[src/rtl/rv32i_types.sv]
// Shared types for the branch resolve path.
//   rv32i_word         : 32-bit machine word
//   rv32i_control_word : decoded control bits consumed at EX (branch, jump)
//   bp_record_t        : per-instruction prediction record queued at fetch
//   BP_GHR_W           : default global history width carried in bp_record_t
package rv32i_types;

    localparam int unsigned BP_GHR_W = 8;

    typedef logic [31:0] rv32i_word;

    typedef struct packed {
        logic branch;
        logic jump;
    } rv32i_control_word;

    typedef struct packed {
        rv32i_word             pc;
        logic                  local_pred;
        logic                  global_pred;
        logic                  final_pred;
        rv32i_word             pred_target;
        logic [BP_GHR_W-1:0]   ghr;
    } bp_record_t;

endpackage

[src/rtl/bp_record_fifo.sv]
// In-order queue of prediction records.
//   clk, rst_n : clock, synchronous active-low reset (drops all records)
//   push/wdata : enqueue at tail; accepted when not full, or when full with a same-cycle pop
//   pop/rdata  : dequeue head; rdata always shows the head record
//   clear      : discard every record (overrides push and pop)
//   full/empty : occupancy flags from the registered count
module bp_record_fifo
    import rv32i_types::*;
#(
    parameter int unsigned DEPTH = 4
) (
    input  logic       clk,
    input  logic       rst_n,
    input  logic       push,
    input  bp_record_t wdata,
    input  logic       pop,
    input  logic       clear,
    output bp_record_t rdata,
    output logic       full,
    output logic       empty
);

    localparam int unsigned PTR_W = $clog2(DEPTH);
    localparam int unsigned CNT_W = PTR_W + 1;

    logic [PTR_W-1:0] head_q, head_d, tail_q, tail_d;
    logic [CNT_W-1:0] count_q, count_d;
    bp_record_t       mem_q [DEPTH];
    bp_record_t       mem_d [DEPTH];
    logic             wr_en, rd_en;

    assign full  = (count_q == CNT_W'(DEPTH));
    assign empty = (count_q == '0);
    assign rdata = mem_q[head_q];

    // A full queue still takes a push when the head leaves in the same cycle.
    assign wr_en = push & (~full | pop) & ~clear;
    assign rd_en = pop & ~empty;

    always_comb begin
        head_d  = head_q;
        tail_d  = tail_q;
        count_d = count_q;
        mem_d   = mem_q;
        if (clear) begin
            head_d  = '0;
            tail_d  = '0;
            count_d = '0;
        end else begin
            if (wr_en) begin
                mem_d[tail_q] = wdata;
                tail_d        = tail_q + PTR_W'(1);
            end
            if (rd_en) begin
                head_d = head_q + PTR_W'(1);
            end
            count_d = count_q + CNT_W'(wr_en) - CNT_W'(rd_en);
        end
    end

    always_ff @(posedge clk) begin
        if (!rst_n) begin
            head_q  <= '0;
            tail_q  <= '0;
            count_q <= '0;
        end else begin
            head_q  <= head_d;
            tail_q  <= tail_d;
            count_q <= count_d;
        end
    end

    always_ff @(posedge clk) begin
        mem_q <= mem_d;
    end

endmodule

[src/rtl/branch_resolve_unit.sv]
// Branch resolve unit: pairs the oldest fetch-time prediction with the EX
// outcome, drives predictor/chooser updates and raises redirect on mispredict.
//   if_*      : prediction record pushed by fetch; if_ready = queue not full
//   ex_*      : resolution of the oldest control-flow instruction
//   redirect* : one-cycle flush pulse, correct next PC, repaired GHR
//   upd_*     : one-cycle table update strobe and payload
//   underflow_err : sticky, ex_valid seen with an empty queue
// Optional: define BRU_PERF_CNT_EN to add saturating perf_resolved/perf_mispred.
module branch_resolve_unit
    import rv32i_types::*;
#(
    parameter int unsigned DEPTH = 4,
    parameter int unsigned GHR_W = rv32i_types::BP_GHR_W
) (
    input  logic              clk,
    input  logic              rst_n,
    input  logic              if_push,
    output logic              if_ready,
    input  logic [31:0]       if_pc,
    input  logic              if_local_pred,
    input  logic              if_global_pred,
    input  logic              if_final_pred,
    input  logic [31:0]       if_pred_target,
    input  logic [GHR_W-1:0]  if_ghr,
    input  logic              ex_valid,
    input  rv32i_control_word ex_controlw,
    input  logic              ex_br_en,
    input  logic [31:0]       ex_target,
    input  logic [31:0]       ex_pc_plus4,
    output logic              redirect,
    output logic [31:0]       redirect_pc,
    output logic [GHR_W-1:0]  ghr_restore,
    output logic              upd_valid,
    output logic [31:0]       upd_pc,
    output logic              upd_taken,
    output logic              upd_local_ok,
    output logic              upd_global_ok,
    output logic              underflow_err
`ifdef BRU_PERF_CNT_EN
   ,output logic [31:0]       perf_resolved,
    output logic [31:0]       perf_mispred
`endif
);

    bp_record_t rec_in, head;
    logic       full, empty, resolve, taken, mispred;

    logic              redirect_q, redirect_d;
    logic [31:0]       redirect_pc_q, redirect_pc_d;
    logic [GHR_W-1:0]  ghr_restore_q, ghr_restore_d;
    logic              upd_valid_q, upd_valid_d;
    logic [31:0]       upd_pc_q, upd_pc_d;
    logic              upd_taken_q, upd_taken_d;
    logic              upd_local_ok_q, upd_local_ok_d;
    logic              upd_global_ok_q, upd_global_ok_d;
    logic              underflow_q, underflow_d;

    assign rec_in = '{pc: if_pc, local_pred: if_local_pred, global_pred: if_global_pred,
                      final_pred: if_final_pred, pred_target: if_pred_target, ghr: if_ghr};

    // Clearing on the mispredict pop also drops any same-cycle push (wrong path).
    bp_record_fifo #(.DEPTH(DEPTH)) u_fifo (
        .clk   (clk),
        .rst_n (rst_n),
        .push  (if_push),
        .wdata (rec_in),
        .pop   (resolve),
        .clear (resolve & mispred),
        .rdata (head),
        .full  (full),
        .empty (empty)
    );

    assign if_ready = ~full;
    assign resolve  = ex_valid & ~empty;
    assign taken    = (ex_controlw.branch & ex_br_en) | ex_controlw.jump;
    assign mispred  = (head.final_pred != taken) |
                      (taken & head.final_pred & (head.pred_target != ex_target));

    always_comb begin
        redirect_d      = 1'b0;
        redirect_pc_d   = '0;
        ghr_restore_d   = '0;
        upd_valid_d     = 1'b0;
        upd_pc_d        = '0;
        upd_taken_d     = 1'b0;
        upd_local_ok_d  = 1'b0;
        upd_global_ok_d = 1'b0;
        underflow_d     = underflow_q | (ex_valid & empty);
        if (resolve) begin
            upd_valid_d     = 1'b1;
            upd_pc_d        = head.pc;
            upd_taken_d     = taken;
            upd_local_ok_d  = (head.local_pred == taken);
            upd_global_ok_d = (head.global_pred == taken);
            if (mispred) begin
                redirect_d    = 1'b1;
                redirect_pc_d = taken ? ex_target : ex_pc_plus4;
                ghr_restore_d = {head.ghr[GHR_W-2:0], taken};
            end
        end
    end

    always_ff @(posedge clk) begin
        if (!rst_n) begin
            redirect_q      <= 1'b0;
            redirect_pc_q   <= '0;
            ghr_restore_q   <= '0;
            upd_valid_q     <= 1'b0;
            upd_pc_q        <= '0;
            upd_taken_q     <= 1'b0;
            upd_local_ok_q  <= 1'b0;
            upd_global_ok_q <= 1'b0;
            underflow_q     <= 1'b0;
        end else begin
            redirect_q      <= redirect_d;
            redirect_pc_q   <= redirect_pc_d;
            ghr_restore_q   <= ghr_restore_d;
            upd_valid_q     <= upd_valid_d;
            upd_pc_q        <= upd_pc_d;
            upd_taken_q     <= upd_taken_d;
            upd_local_ok_q  <= upd_local_ok_d;
            upd_global_ok_q <= upd_global_ok_d;
            underflow_q     <= underflow_d;
        end
    end

    assign redirect      = redirect_q;
    assign redirect_pc   = redirect_pc_q;
    assign ghr_restore   = ghr_restore_q;
    assign upd_valid     = upd_valid_q;
    assign upd_pc        = upd_pc_q;
    assign upd_taken     = upd_taken_q;
    assign upd_local_ok  = upd_local_ok_q;
    assign upd_global_ok = upd_global_ok_q;
    assign underflow_err = underflow_q;

`ifdef BRU_PERF_CNT_EN
    logic [31:0] perf_resolved_q, perf_resolved_d;
    logic [31:0] perf_mispred_q, perf_mispred_d;

    always_comb begin
        perf_resolved_d = perf_resolved_q;
        perf_mispred_d  = perf_mispred_q;
        if (resolve && perf_resolved_q != '1) begin
            perf_resolved_d = perf_resolved_q + 32'd1;
        end
        if (resolve && mispred && perf_mispred_q != '1) begin
            perf_mispred_d = perf_mispred_q + 32'd1;
        end
    end

    always_ff @(posedge clk) begin
        if (!rst_n) begin
            perf_resolved_q <= '0;
            perf_mispred_q  <= '0;
        end else begin
            perf_resolved_q <= perf_resolved_d;
            perf_mispred_q  <= perf_mispred_d;
        end
    end

    assign perf_resolved = perf_resolved_q;
    assign perf_mispred  = perf_mispred_q;
`endif

endmodule
[config.mk]
export PLATFORM = sky130hd
export DESIGN_NAME = branch_resolve_unit
export DESIGN_NICKNAME = d
export VERILOG_FILES = /design/src/rtl/rv32i_types.sv /design/src/rtl/bp_record_fifo.sv /design/src/rtl/branch_resolve_unit.sv
export SDC_FILE = /design/constraint.sdc
export NUM_CORES = 1
export LEC_CHECK = 0
export CAP_MARGIN = 15
export CORE_MARGIN = 4
export CORE_UTILIZATION = 45
export CTS_BUF_LIST = sky130_fd_sc_hd__clkbuf_8
export DETAILED_ROUTE_END_ITERATION = 7
export PLACE_DENSITY = 0.78
export SLEW_MARGIN = 20
export SYNTH_ARGS = -nofsm -noshare
export SYNTH_HDL_FRONTEND = slang
export SYNTH_SLANG_ARGS = --single-unit
[constraint.sdc]
create_clock -name clk -period 7.9 [get_ports clk]
set_input_delay 1.185 -clock clk [delete_from_list [all_inputs] [get_ports clk]]
set_output_delay 1.185 -clock clk [all_outputs]
set_load 0.1 [all_outputs]
# After elaboration in Yosys (flattened, before gate mapping)
# Index checks and enable logic that the tools add are counted.
dict set report word_totals {
  ff_bits 385
  latch_bits 0
  mem_bits_rw 0
  mem_bits_ro 0
  inputBits 146
  out_inout_bits 79
  word_cells 82
  mem_count 0
}
dict set report op_classes {
  n_addsub 4
  multipliers 0
  div 0
  order_cmp 3
  eq_ne 5
  n_shift 0
  muxes 9
  n_bitwise 19
  n_reduce_logical 6
}
# cell n
set op_table {}
lappend op_table {{300-bit bitwise mux} 1}
lappend op_table {{75-bit 2-to-1 mux} 3}
lappend op_table {{75-bit binary-select mux with 2-bit select} 1}
lappend op_table {{75-bit demux with 2-bit select} 1}
lappend op_table {{32-bit 2-to-1 mux} 1}
lappend op_table {{32-bit != test} 1}
lappend op_table {{1-bit bitwise AND} 9}
lappend op_table {{3-bit greater-or-equal comparator (second input constant)} 2}
lappend op_table {{2-bit NOT with 3-bit output} 2}
lappend op_table {{2-bit by 1-bit adder with 2-bit output (second input constant)} 2}
lappend op_table {{1-bit NOT} 4}
lappend op_table {{1-bit bitwise OR} 4}
lappend op_table {{2-bit AND reduction} 2}
lappend op_table {{3-bit by 1-bit adder with 3-bit output} 1}
lappend op_table {{3-bit equality test (second input constant)} 1}
lappend op_table {{3-bit zero test} 1}
lappend op_table {{3-bit by 1-bit less-than comparator with 1-bit output (second input constant)} 1}
lappend op_table {{3-bit AND reduction} 1}
lappend op_table {{3-bit by 1-bit subtractor with 3-bit output} 1}
lappend op_table {{1-bit equality test} 2}
lappend op_table {{1-bit 2-to-1 mux} 2}
lappend op_table {{2-bit OR reduction} 1}
lappend op_table {{1-bit logical AND} 1}
lappend op_table {{1-bit != test} 1}

# Depth between registers and ports, before layout
# Gate-level depths: netlist of the first run.
dict set report logic_depth {
  depth_word 12
  depth_mapped 13
  mapped_depth_nobuf 10
}

# Modules after synthesis
# From an unflattened synthesis of the first run, not the netlist that was laid out.
dict set report hier_totals {
  hier_cells 704
  area_unflattened_um2 14101.0
}
# module n_inst cells_each area_each_um2 seq_area_each_um2
set modules_own_cells {}
lappend modules_own_cells {bp_record_fifo 1 442 11264.6 9148.8}
lappend modules_own_cells {branch_resolve_unit 1 262 2836.5 1561.5}

# Worst setup path before layout of the first run
# Ideal clock, no wire load.
dict set report synth_path {
  path_type {input-to-reg}
  start {in ex_controlw[1] in the netlist's numbering}
  end {reg u_fifo.mem_q[0] in the netlist's numbering, enable pin}
  arrival_time_ns 5.679
  path_slack_ns 1.728
  path_stages 8
  cell_sequence {a21oi_1 > clkbuf_1 > clkbuf_1 > inv_1 > ha_1 > nand2_1 > nand2b_1 > nor3b_2}
}
dict set report synth_between {
  elab_chain_len 9
  word_cells_on_any_way 10
  classes_between {eq/ne: 1; bitwise: 8; reduce/logical: 1}
}
# element line
set synth_rtl {}
lappend synth_rtl {{start: declaration} branch_resolve_unit.sv:26} ;# input rv32i_control_word ex_controlw,
lappend synth_rtl {{1-bit bitwise AND *} branch_resolve_unit.sv:76} ;# assign taken = (ex_controlw.branch & ex_br_en) | ex_controlw.jump;
lappend synth_rtl {{1-bit bitwise OR *} branch_resolve_unit.sv:76}
lappend synth_rtl {{net taken} branch_resolve_unit.sv:46} ;# logic full, empty, resolve, taken, mispred;
lappend synth_rtl {{1-bit bitwise AND (2 in series)} branch_resolve_unit.sv:78} ;# (taken & head.final_pred & (head.pred_target != ex_target));
lappend synth_rtl {{1-bit bitwise OR *} branch_resolve_unit.sv:77} ;# assign mispred = (head.final_pred != taken) |
lappend synth_rtl {{1-bit bitwise AND *} branch_resolve_unit.sv:68} ;# .clear (resolve & mispred),
lappend synth_rtl {{1-bit NOT (no source line) *} --}
lappend synth_rtl {{1-bit bitwise AND} bp_record_fifo.sv:37} ;# assign wr_en = push & (~full | pop) & ~clear;
lappend synth_rtl {{2-bit AND reduction (no source line) *} --}
lappend synth_rtl {{end signal: assignment} bp_record_fifo.sv:74} ;# mem_q <= mem_d;
lappend synth_rtl {{end: declaration} bp_record_fifo.sv:28} ;# bp_record_t mem_q [DEPTH];
# The timed path passes the listed nets; every way through them passes the cells marked *.
# A chain may end at the register's enable or synchronous reset.

# Worst setup path in the final report of the first run
dict set report layout_path {
  start {reg u_fifo.head_q[0]}
  end {reg u_fifo.mem_q[160] in the netlist's numbering, enable pin}
}
dict set report layout_between {
  elab_chain_len 11
  word_cells_on_any_way 13
  classes_between {eq/ne: 2; mux: 3; bitwise: 7; reduce/logical: 1}
}
# element line
set layout_rtl {}
lappend layout_rtl {{start: declaration} bp_record_fifo.sv:26} ;# logic [PTR_W-1:0] head_q, head_d, tail_q, tail_d;
lappend layout_rtl {{start signal: assignment} bp_record_fifo.sv:63} ;# head_q <= '0;
lappend layout_rtl {{start signal: assignment} bp_record_fifo.sv:67} ;# head_q <= head_d;
lappend layout_rtl {{2-bit NOT with 3-bit output (implied by the code) *} bp_record_fifo.sv:34} ;# assign rdata = mem_q[head_q];
lappend layout_rtl {{75-bit binary-select mux with 2-bit select *} bp_record_fifo.sv:34}
lappend layout_rtl {{75-bit 2-to-1 mux (implied by the code) * (2 in series)} bp_record_fifo.sv:34}
lappend layout_rtl {{32-bit != test or 1-bit bitwise AND (tied branches)} branch_resolve_unit.sv:78}
lappend layout_rtl {{1-bit bitwise AND} branch_resolve_unit.sv:78}
lappend layout_rtl {{1-bit bitwise OR *} branch_resolve_unit.sv:77}
lappend layout_rtl {{1-bit bitwise AND *} branch_resolve_unit.sv:68}
lappend layout_rtl {{1-bit NOT (no source line) *} --}
lappend layout_rtl {{1-bit bitwise AND} bp_record_fifo.sv:37}
lappend layout_rtl {{2-bit AND reduction (no source line) *} --}
# Mark *: on every way between the ends. The rest lies on a longest branch, timed or not. The select of a mux whose other input is x is not followed.

==> results of run 1 <==
layout make-up:
| class | instances | area share (%) |
|---|---|---|
| flip-flops and latches | 381 | 59.0 |
| multi-input cells | 277 | 18.4 |
| repair buffers | 242 | 13.5 |
| clock buffers | 64 | 4.91 |
| well taps | 396 | 2.76 |
| clock inverters | 45 | 1.16 |
| inverters | 9 | 0.188 |
| diodes | 3 | 0.0418 |
synth_stat cells:
master,count,share of area [%]
clkbuf_1,23,0.61
nand3_1,2,0.071
nor4_1,7,0.31
nor2b_1,2,0.089
mux2i_1,33,2.3
a41o_1,1,0.071
nor3_1,1,0.035
o21ai_2,1,0.062
nand4_1,2,0.089
buf_1,4,0.11
mux4_2,74,12
buf_6,8,0.64
nor3b_2,6,0.53
o211a_1,1,0.071
edfxtp_1,296,63
o21ai_0,3,0.11
nor4_2,1,0.089
nor3_2,3,0.21
clkinv_1,1,0.027
dfxtp_1,85,12
fa_1,1,0.14
nor2_1,7,0.19
a21oi_1,10,0.35
a211oi_1,32,1.7
and3b_1,1,0.062
xnor2_1,5,0.31
nand2_1,11,0.29
ha_1,7,0.62
a21boi_1,1,0.053
nand2b_1,1,0.044
inv_1,8,0.21
xor2_1,32,2.0
and3_1,32,1.4
buf_8,1,0.11
buf_2,6,0.21
critical path, cell delays in order (launching register included):
cell	delay, ns
dfxtp_4	0.61
buf_16	0.30
mux4_2	0.55
xor2_1	0.15
nor4_1	0.48
nand4_1	0.30
o211a_1	0.56
nor3b_4	0.61
buf_8	0.24
buf_4	0.38
power groups by stage:
stage,Combinational [mW],Sequential (mW),Clock (mW)
6_report,1.31,2.51,1.48
5_1_grt,1.39,2.53,1.62
4_1_cts,1.30,2.53,1.52
3_5_place_dp,1.30,2.57,0
3_3_place_gp,1.26,2.56,0
2_1_floorplan,0.611,2.86,0
stage by stage:
step	hold WS, ns	cells
3_5_place_dp	0.526	1304
3_3_place_gp	0.475	1301
2_1_floorplan	0.554	709
4_1_cts	0.538	1413
6_report	0.529	1417
5_1_grt	0.600	1417
placed cells by master (no fill, tap or decap), types with 5 or more instances in the layout:
master | netlist | final
clkinv_1 | 1 | 9
mux2i_1 | 33 | 33
edfxtp_1 | 296 | 296
xor2_1 | 32 | 32
buf_4 | 0 | 15
dfxtp_1 | 85 | 83
inv_1 | 8 | 39
and3_1 | 32 | 32
nor4_1 | 7 | 7
nand2_1 | 11 | 11
mux4_2 | 74 | 74
xnor2_1 | 5 | 5
clkbuf_8 | 0 | 64
a21oi_1 | 10 | 9
ha_1 | 7 | 7
clkdlybuf4s50_1 | 0 | 223
a211oi_1 | 32 | 32
nor2_1 | 7 | 7
registers in the layout, indices dropped and copies added, names as in the netlist:
signal and count:
upd_taken 1, u_fifo.mem_q 296, upd_local_ok 1, u_fifo.head_q 2
redirect 1, u_fifo.tail_q 2, upd_pc 32, u_fifo.count_q 3
upd_global_ok 1, underflow_err 1, ghr_restore 8, upd_valid 1
redirect_pc 32
logic make-up after synthesis:
group | Yosys count | share of synthesized area [%]
fa+ha+maj | 8 | 0.762
mux | 107 | 14.1
xor+xnor | 37 | 2.30
buf+inv | 51 | 1.91
flops | 381 | 75.0
compound gates | 49 | 2.42
simple gates | 76 | 3.43
worst paths after layout:
path                       end              from  slack [ns]
max          u_fifo.mem_q[160]  u_fifo.head_q[0]        3.29
min              underflow_err     underflow_err        0.53
max reg2reg  u_fifo.mem_q[160]  u_fifo.head_q[0]        3.29
min reg2reg      underflow_err     underflow_err        0.53
per-layer routing:
layer,routed length [um],GRT usage (%)
met1,12200,22.7
met2,15200,29.2
met3,2400,5.03
met4,655,5.40
met5,45,0
==> results.ini, run 1 <==
[global_route]
first_global_vias = 7837
grt_max_degree = 49
grt_overflow = 0
antenna_found_initial = 6
grt_pass1_wl_um = 45700
grt_usage_pct = 17.6

[clocking]
cts.clk_slew.worst_paths_ns = 0.06
cts.sinks = 381
postCtsHoldBufs = 0
root_buffer = clkbuf_8
clk_latency_ns = 0.57
cts_tree = done
htreeDepth = 2
cts_buffers = 58
cts_setup_buffers = 0
ctsResizeCount = 0
clockBufferDepth = 3

[power_and_ir_drop]
combinationalPowerShare_pct = 24.7
switching_share_pct = 30.6
power_frac_clock_pct = 27.9
intPower_mw = 3.68
seq_power_share_pct = 47.4
vdd_drop_max_mv = 0.238
net-switching-power_mw = 1.62
p_leak_nw = 6.11
p_per_area_nw_per_um2 = 295
p_total_mw = 5.30

[detailed_routing]
drc = 0
wl_per_cell_um = 21.5
via_count = 7464
viasPerCell = 5.27
drt_iter0_markers = 376
dr.pass1.iters = 5
routed_wl_um = 30400
ant_nets = 0

[timing]
setup_viol = 0
timing.slew.headroom_pct = 28.8
rsz0062_at_grt = no
max_freq_mhz = 217
min_period_ns = 4.61
fin_ws_ns = 3.29
setup-tns-final_ns = 0
hold_viol_final = 0
drv_slew = 0
period_share_pct = 58.4
tightest_slew_ns = 1.06
clock_skew_ns = 0.0219

[worst_hold_path]
holdCritPathClass = register to register
min_path_cells = 2

[synth]
avgSynthCellArea_um2 = 19.9
seq_area_frac_synth_pct = 75.0
syn_area_um2 = 14100
yosysWarningCount = 0
synthesis.nets = 863
ys_ff_latch = 381
netlist-cell-type-count = 35
synthCells = 709

[worst_setup_path]
worstPathArrival_ns = 4.82
endpoint_kind = register
crit_required_ns = 8.11
path_max_fanout = 31
critical_path_class = register to register
reg2reg_depth = 9
start_kind = register

[flow_run]
maxCapViolations = 0

[finish]
multi_input_area_um2 = 3300
fin_nets = 1123
register_area_um2 = 10600
syn_to_final_growth_pct = 27.2
layout-drive-gt1-share_pct = 17.5
num-fill-cells = 2305
fin_util_pct = 58.4
design_area_um2 = 18000

[place]
place_congestion = 0.722
dp_hpwl_um = 19300
io_buffer_count = 223
place_area_um2 = 16800
dp_slack_ns = 3.04

[die]
die_x_um = 185
die_height_um = 185
dieArea_um2 = 34300
core.rowCount = 64
initial_utilization_pct = 45.9
core_um2 = 30700
io_pins = 225

[status]
status = finished clean

No activity file was read; power rests on OpenSTA's default activity.
==> run 2, diff against run 1 <==
==> constraint.sdc (replaced) <==
create_clock -name clk -period 4.34 [get_ports clk]
set_input_delay 0.651 -clock clk [delete_from_list [all_inputs] [get_ports clk]]
set_output_delay 0.651 -clock clk [all_outputs]
set_load 0.1 [all_outputs]
==> run 2 against run 1 <==
Net effect: sequential power grew 82%; core utilization grew 0.57 points; die area is the same; setup slack lost 2.8 ns; clock power grew 96%; hold slack lost 0.00078 ns; count of clock-buffer cells in the layout grew 5; global-route usage grew 0.064 points; combinational power grew 86%; via count shrank 0.51%; sequential cell count is the same; fmax grew 19%; critical path type unchanged; largest cell class unchanged; highest routed layer unchanged.
==> results.ini, run 2 (synthesized netlist as in run 1, its figures left out) <==
[status]
status = finished clean  ; unchanged

[detailed_routing]
viasPerCell = 5.21  ; was 5.27
wl_per_cell_um = 21.3  ; was 21.5 um
ant_nets = 0  ; unchanged
dr.pass1.iters = 4  ; was 5
drc = 0  ; unchanged
via_count = 7426  ; was 7464
drt_iter0_markers = 371  ; was 376
routed_wl_um = 30300  ; was 30400 um

[global_route]
grt_overflow = 0  ; unchanged
grt_max_degree = 75  ; was 49
first_global_vias = 8081  ; was 7837
grt_pass1_wl_um = 46200  ; was 45700 um
antenna_found_initial = 8  ; was 6
grt_usage_pct = 17.6  ; about the same

[worst_setup_path]
path_max_fanout = 74  ; was 31
critical_path_class = register to register  ; unchanged
max_stage_delay_ns = 0.54  ; was 0.61 ns
crit_required_ns = 4.56  ; was 8.11 ns
start_kind = register  ; unchanged
worstPathArrival_ns = 4.11  ; was 4.82 ns
path_cells = buf_4 -> mux4_2 -> xor2_1 -> nor4_1 -> nand4_1 -> o211a_1 -> nor3b_4 -> buf_12  ; was buf_16 -> mux4_2 -> xor2_1 -> nor4_1 -> nand4_1 -> o211a_1 -> nor3b_4 -> buf_8 -> buf_4
endpoint_kind = register  ; unchanged
cpMaxStageDelayCell = o211a_1  ; was dfxtp_4

[clocking]
cts.sinks = 381  ; unchanged
cts_setup_buffers = 0  ; unchanged
clk_latency_ns = 0.60  ; was 0.57 ns
postCtsHoldBufs = 0  ; unchanged
ctsResizeCount = 0  ; unchanged
root_buffer = clkbuf_8  ; unchanged
cts.clk_slew.worst_paths_ns = 0.06  ; about the same
cts_tree = done  ; unchanged
cts_buffers = 60  ; was 58
clockBufferDepth = 3  ; unchanged
htreeDepth = 2  ; unchanged

[timing]
hold_viol_final = 0  ; unchanged
min_period_ns = 3.89  ; was 4.61 ns
period_share_pct = 89.7  ; was 58.4%
setup-tns-final_ns = 0  ; unchanged
drv_slew = 0  ; unchanged
max_freq_mhz = 257  ; was 217 MHz
timing.slew.headroom_pct = 29.2  ; was 28.8%
tightest_slew_ns = 1.06  ; about the same
rsz0062_at_grt = no  ; unchanged
clock_skew_ns = 0.0287  ; was 0.0219 ns
setup_viol = 0  ; unchanged

[finish]
layout_commonest_cell = edfxtp_1  ; unchanged
multi_input_area_um2 = 3310  ; was 3300 um^2
syn_to_final_growth_pct = 28.5  ; was 27.2%
largest_reg_flops = 296  ; unchanged
register_area_um2 = 10600  ; unchanged
final_cell_mix = edfxtp_1 (296), clkdlybuf4s50_1 (223), dfxtp_1 (83)  ; unchanged
regMostFlops = u_fifo.mem_q  ; unchanged
layout-drive-gt1-share_pct = 18.8  ; was 17.5%
fin_nets = 1131  ; was 1123
num-fill-cells = 2261  ; was 2305

[place]
dp_hpwl_um = 19400  ; was 19300 um
place_congestion = 0.770  ; was 0.722
io_buffer_count = 223  ; unchanged

[flow_run]
maxCapViolations = 0  ; unchanged

[power_and_ir_drop]
p_leak_nw = 6.21  ; was 6.11 nW
p_total_mw = 9.90  ; was 5.30 mW
vdd_drop_max_mv = 0.320  ; was 0.238 mV
p_per_area_nw_per_um2 = 546  ; was 295 nW/um^2

[die]
core_um2 = 30700  ; unchanged
dieArea_um2 = 34300  ; unchanged
die_x_um = 185  ; unchanged
core.rowCount = 64  ; unchanged
initial_utilization_pct = 45.9  ; unchanged
io_pins = 225  ; unchanged
die_height_um = 185  ; unchanged

[worst_hold_path]
holdCritPathClass = register to register  ; unchanged

==> run 2: cell type report <==
cell class | count | area share [%]
inverters | 9 | 0.186
clock buffers | 69 | 5.24
multi-input cells | 277 | 18.2
diodes | 3 | 0.0414
well taps | 396 | 2.73
flip-flops and latches | 381 | 58.5
repair buffers | 248 | 13.8
clock inverters | 42 | 1.28
==> run 2: worst max-delay path, delay by kind of cell (launching register included) <==
kind	cells	cell delay, ns
mux	1	0.53
simple gates	3	1.04
xor+xnor	1	0.16
buf+inv	2	0.69
compound gates	1	0.54
flops	1	0.51
==> run 2: stage by stage <==
| step | utilization [%] | instance area, um^2 | hold slack [ns] | setup WS (ns) | std cells |
|---|---|---|---|---|---|
| global placement | 55.1 | 16900 | 0.478 | 0.441 | 1311 |
| finish | 59.0 | 18100 | 0.528 | 0.449 | 1425 |
| detailed placement | 55.1 | 16900 | 0.504 | 0.430 | 1311 |
| global route | 59.0 | 18100 | 0.584 | 0.191 | 1424 |
| floorplan | - | 14200 | 0.554 | -0.0422 | 709 |
| CTS | 58.9 | 18100 | 0.535 | 0.315 | 1422 |
==> run 2: worst paths after layout <==
kind                          from                to  slack, ns  cells past startpoint
setup / recovery  u_fifo.head_q[0]  u_fifo.mem_q[83]       0.45                      8
hold reg to reg      underflow_err     underflow_err       0.53                      2
hold / removal       underflow_err     underflow_err       0.53                      2
setup reg to reg  u_fifo.head_q[0]  u_fifo.mem_q[83]       0.45                      8
==> run 2: power breakdown <==
group	switching, mW	internal [mW]	total [mW]	leakage, nW
Clock	1.33	1.57	2.90	0.713
Sequential	0.123	4.44	4.56	3.40
Combinational	1.56	0.885	2.44	2.09
==> run 2: per-layer routing <==
metal	up-vias	track usage (%)	routed length (um)
met5	-	0	83
met3	59	5.18	2360
met2	261	29.5	14900
li1	3391	-	-
met1	3703	22.7	12300
met4	12	4.96	677
